### src/rtl/keypad_entry.sv
// Keypad digit-entry controller: requests scans, edge-detects key_ready, accumulates a decimal entry.
// Optional idle-entry timeout enabled with `define ENTRY_TIMEOUT_EN.
module keypad_entry #(
  parameter int unsigned MAX_DIGITS     = 4,
  parameter int unsigned VALUE_W        = 14,
  parameter int unsigned TIMEOUT_CYCLES = 125000000
) (
  input  logic               clk,
  input  logic               rst_n,
  input  logic               enable,
  input  logic [3:0]         key_code,
  input  logic               key_ready,
  output logic               scan,
  output logic [VALUE_W-1:0] entry_value,
  output logic [2:0]         digit_count,
  output logic [VALUE_W-1:0] value_out,
  output logic               value_valid,
  output logic               overflow,
  output logic               timeout
);

  localparam int unsigned CNT_W = 27;
  localparam logic [3:0]  KEY_CLEAR = 4'hA;
  localparam logic [3:0]  KEY_ENTER = 4'hB;

  // Parameter sanity: the counter is 27 bits and digit_count is 3 bits.
  if (TIMEOUT_CYCLES < 1 || TIMEOUT_CYCLES > (1 << CNT_W) || MAX_DIGITS > 7) begin : g_bad_param
    $error("keypad_entry: parameter out of range");
  end

  typedef enum logic [1:0] {S_REQ, S_WAIT, S_PROC} state_t;

  state_t               state, state_nxt;
  logic                 key_ready_d;
  logic                 key_rise_c;
  logic [3:0]           key_q, key_q_nxt;
  logic                 scan_nxt;
  logic [VALUE_W-1:0]   entry_nxt, vout_nxt;
  logic [2:0]           count_nxt;
  logic                 valid_nxt, ovf_nxt;
`ifdef ENTRY_TIMEOUT_EN
  logic [CNT_W-1:0]     idle_cnt, cnt_nxt;
  logic                 timeout_nxt;
`endif

  assign key_rise_c = key_ready & ~key_ready_d;

  // Next-state and next-output logic
  always_comb begin
    state_nxt = state;
    scan_nxt  = 1'b0;
    key_q_nxt = key_q;
    entry_nxt = entry_value;
    count_nxt = digit_count;
    vout_nxt  = value_out;
    valid_nxt = 1'b0;
    ovf_nxt   = overflow;
`ifdef ENTRY_TIMEOUT_EN
    timeout_nxt = 1'b0;
    cnt_nxt     = '0;
`endif
    unique case (state)
      S_REQ: begin
        if (enable) begin
          scan_nxt  = 1'b1;
          state_nxt = S_WAIT;
        end
      end
      S_WAIT: begin
        if (key_rise_c) begin
          key_q_nxt = key_code;
          state_nxt = S_PROC;
        end
`ifdef ENTRY_TIMEOUT_EN
        // Abandon a partial entry after TIMEOUT_CYCLES idle cycles
        else if (digit_count != 3'd0) begin
          if (idle_cnt == CNT_W'(TIMEOUT_CYCLES - 1)) begin
            entry_nxt   = '0;
            count_nxt   = 3'd0;
            ovf_nxt     = 1'b0;
            timeout_nxt = 1'b1;
          end else begin
            cnt_nxt = idle_cnt + CNT_W'(1);
          end
        end
`endif
      end
      S_PROC: begin
        state_nxt = S_REQ;
        if (key_q <= 4'd9) begin
          if (digit_count < 3'(MAX_DIGITS)) begin
            entry_nxt = (entry_value << 3) + (entry_value << 1) + VALUE_W'(key_q);
            count_nxt = digit_count + 3'd1;
          end else begin
            ovf_nxt = 1'b1;
          end
        end else if (key_q == KEY_CLEAR) begin
          entry_nxt = '0;
          count_nxt = 3'd0;
          ovf_nxt   = 1'b0;
        end else if (key_q == KEY_ENTER && digit_count != 3'd0) begin
          vout_nxt  = entry_value;
          valid_nxt = 1'b1;
          entry_nxt = '0;
          count_nxt = 3'd0;
          ovf_nxt   = 1'b0;
        end
      end
      default: state_nxt = S_REQ;
    endcase
  end

  // State and output registers; key_ready_d tracks key_ready even in reset
  always_ff @(posedge clk) begin
    key_ready_d <= key_ready;
    if (!rst_n) begin
      state       <= S_REQ;
      key_q       <= 4'd0;
      scan        <= 1'b0;
      entry_value <= '0;
      digit_count <= 3'd0;
      value_out   <= '0;
      value_valid <= 1'b0;
      overflow    <= 1'b0;
    end else begin
      state       <= state_nxt;
      key_q       <= key_q_nxt;
      scan        <= scan_nxt;
      entry_value <= entry_nxt;
      digit_count <= count_nxt;
      value_out   <= vout_nxt;
      value_valid <= valid_nxt;
      overflow    <= ovf_nxt;
    end
  end

`ifdef ENTRY_TIMEOUT_EN
  always_ff @(posedge clk) begin
    if (!rst_n) begin
      idle_cnt <= '0;
      timeout  <= 1'b0;
    end else begin
      idle_cnt <= cnt_nxt;
      timeout  <= timeout_nxt;
    end
  end
`else
  assign timeout = 1'b0;
`endif

endmodule

### config.mk
export PLATFORM = sky130hd
export DESIGN_NAME = keypad_entry
export DESIGN_NICKNAME = d
export VERILOG_FILES = /design/src/rtl/keypad_entry.sv
export SDC_FILE = /design/constraint.sdc
export NUM_CORES = 1
export LEC_CHECK = 0
export CORE_AREA = 4 4 64 66
export DETAILED_ROUTE_END_ITERATION = 10
export DIE_AREA = 0 0 68 70
export DONT_BUFFER_PORTS = 1
export PLACE_DENSITY = 0.85
export SLEW_MARGIN = 20
export SYNTH_ARGS = -nofsm -noshare
export SYNTH_HDL_FRONTEND = slang
export SYNTH_SLANG_ARGS = --single-unit
### constraint.sdc
create_clock -name clk -period 3.84 [get_ports clk]
set_input_delay 0.576 -clock clk [delete_from_list [all_inputs] [get_ports clk]]
set_output_delay 0.576 -clock clk [all_outputs]
set_load 0.1 [all_outputs]
==> run summary <==
Status: finished clean
Core Rows: 22
Layout cells sized above 1: 0.107
Crit Path Class: reg2reg
R2R setup slack: 1.24 ns
Final estimated routing congestion in global placement: 0.882
Post-synth cell types: 41
Vias per cell: 5.97
Worst-margin pin slew: 1.07 ns
Final setup viols: 0
Top_reg_cell synth: dfxtp_1
Core box area: 3580 sq um
Die height: 70 microns
H-Tree Level Count: 2
Pwr Density: 317 nW/um^2
Highest Signal Layer: met4
Capture point of the worst path: entry_value[13]$_SDFFE_PN0P_
Post-Syn Area: 2200 sq um
VDD IR max: 0.164 mV
Total Wirelength: 4650 microns
Hold Crit Depth: 0
CTS tree: built
FMAX: 384 MHz
CP arrival: 2.88 ns
Top cells by area, synth: dfxtp_1 37%, ha_1 14%, mux2i_1 8.2%
Global-route wire length before repair: 7670 microns
Vias in the first global route: 1727
Die Wd: 68 microns
# DRC: 0
Async SR Flop Fraction: 0
Finished Core Util: 0.673
Fin nets: 286
Port Buffers: 0
Commonest non-fill, non-tap cell in the layout: dfxtp_1
Worst-path clk slew: 0.13 ns
TritonCTS buffer count: 5
Root Buffer: clkbuf_4
Non-Filler Instances: 301
Vias: 1796
Post-DP HPWL: 3470 microns
CP Max Fanout: 8
Met3 routed wirelength: 393 microns
Worst Setup End Kind: flip-flop
Hold_buf cts: 0
PostCTS Resize Cnt: 0
Worst slew margin: 0.283
Crit path launch: entry_value[3]$_SDFFE_PN0P_
Routed met1 length: 1990 microns
Final period utilization: 0.677
Worst endpoint required time: 4.12 ns
Antenna-violating nets left: 0
DRT iter0 DRCs: 126
Clock buffer depth: 2
# IOs: 43
RSZ-0062 raised after global routing: no
EDFF count, synth: 0
P_leak: 1.16 nW
Gr usage total: 0.207
Area Overhead vs Synth: 9.62%
Reg2reg path depth: 8
Overall Power: 0.000765 W
Antenna Cells: 0
Grt ovf: 0
Syn nets: 273
Placed cells: 293
WL/cell: 15.4 microns
Sum Neg Setup Slack: 0 ns
Max Cap Violations: 0
FF+latch count, synth: 41
Initial Utilization: 0.614
Met2 WL: 2210 microns
Avg Inst Size Synth: 9.20 sq um
Clock skew: 0.0135 ns
Post-CTS Setup Repair Bufs: 0
Fin. max-slew vios: 0
Clk sinks: 41
Die area: 4760 sq um
Initial antenna violation count: 0
Worst min path class: in2reg
Largest net degree at the start of global routing: 33
Drt pass-1 iters: 4
Synth warn: 0
CP Launch Type: flip-flop
Number of fill cells in the layout: 292
Post-synth top area cell: dfxtp_1
Final hold viol count: 0
Reg-to-Reg End: entry_value[13]$_SDFFE_PN0P_
Skew-Pair Late Insertion Delay: 0.36 ns
Mapped Cells: 239
Most frequent cells in the layout: 41 x dfxtp_1, 35 x nor2_1, 24 x ha_1
FF-to-FF Start: entry_value[3]$_SDFFE_PN0P_
Post-synth top area share: 0.373
Register area share after synthesis: 0.373
Crit path time final: 2.60 ns
## cell usage after synthesis, types with 2 or more instances
cell	count
a32oi_1	2
buf_4	4
clkbuf_1	5
a21oi_1	14
ha_1	24
nor4_1	3
xnor2_1	3
o21ai_0	8
nor2_1	35
nand2_1	6
o31ai_1	5
fa_1	2
nand4_1	2
and4_1	2
a31oi_1	2
or3_1	2
nor2b_1	2
dfxtp_1	41
a211oi_1	2
o21a_1	7
a21o_1	3
nor3_1	7
a22oi_1	7
mux2i_1	18
nand3_1	4
inv_1	12
and3_1	3
## critical path: stages, from the launching register on
cell	delay (ns)
dfxtp_1	0.38
buf_4	0.32
ha_1	0.30
ha_1	0.39
a21o_1	0.24
a31o_2	0.23
o21ai_0	0.29
a31oi_1	0.14
o31ai_1	0.22
## layout make-up
type,instances,area (sq um),share of cell area
Clock buffer,7,55.1,0.0228
Clock inverter,1,30.0,0.0125
Inverter,12,45.0,0.0187
Multi-Input combinational cell,176,1280,0.531
Sequential cell,41,821,0.341
Tap cell,48,60.1,0.0249
Timing Repair Buffer,16,120,0.0498
## power breakdown
group | leakage (nW) | total [W] | switching, W | internal [W]
sequential | 0.331 | 0.000437 | 0.00000794 | 0.000429
combinational | 0.787 | 0.0000254 | 0.0000188 | 0.00000661
clock | 0.0455 | 0.000302 | 0.000147 | 0.000155
total | 1.16 | 0.000765 | 0.000174 | 0.000591
## kinds of logic (layout without fill, tap and decap cells)
| logic type | count (synthesis) | after routing | share of synthesized area |
|---|---|---|---|
| buffers and inverters | 22 | 36 | 0.0478 |
| AND/OR/NAND/NOR | 72 | 72 | 0.158 |
| XOR/XNOR | 4 | 4 | 0.0159 |
| adder cells (fa/ha/maj) | 26 | 26 | 0.155 |
| multiplexers | 18 | 18 | 0.0820 |
| flip-flops | 41 | 41 | 0.373 |
| other | 1 | 1 | 0.00171 |
| AO/OA/AOI/OAI | 55 | 55 | 0.167 |
## worst min-delay path by stage
stage                     startpoint                     to  slack (ns)
2_1_floorplan  state[0]$_SDFFE_PN0P_        scan$_SDFF_PN0_        0.44
3_3_place_gp   state[1]$_SDFFE_PN0P_  state[0]$_SDFFE_PN0P_        0.47
3_5_place_dp   state[1]$_SDFFE_PN0P_  state[0]$_SDFFE_PN0P_        0.47
4_1_cts                    key_ready    key_ready_d$_DFF_P_        0.22
5_1_grt                    key_ready    key_ready_d$_DFF_P_        0.20
6_report                   key_ready    key_ready_d$_DFF_P_        0.23
## routing by layer
metal | global-route usage | up-vias
li1 | - | 891
met1 | 0.246 | 831
met2 | 0.339 | 67
met3 | 0.0723 | 7
met4 | 0.0706 | 0
met5 | 0 | -
## flip-flops by register name, indices dropped and copies added, names as in the netlist
register and flops:
value_valid 1, entry_value 14, state 2, key_q 4, value_out 14, digit_count 3, scan 1, key_ready_d 1
overflow 1
## metrics by stage
stage | worst slack [ns] | instance area (sq um) | hold slack, ns
2_1_floorplan | 0.738 | 2200 | 0.445
3_3_place_gp | 1.36 | 2320 | 0.470
3_5_place_dp | 1.27 | 2320 | 0.471
4_1_cts | 1.24 | 2400 | 0.223
5_1_grt | 1.11 | 2410 | 0.201
6_report | 1.24 | 2410 | 0.225
(Power assumes the default switching activity.)
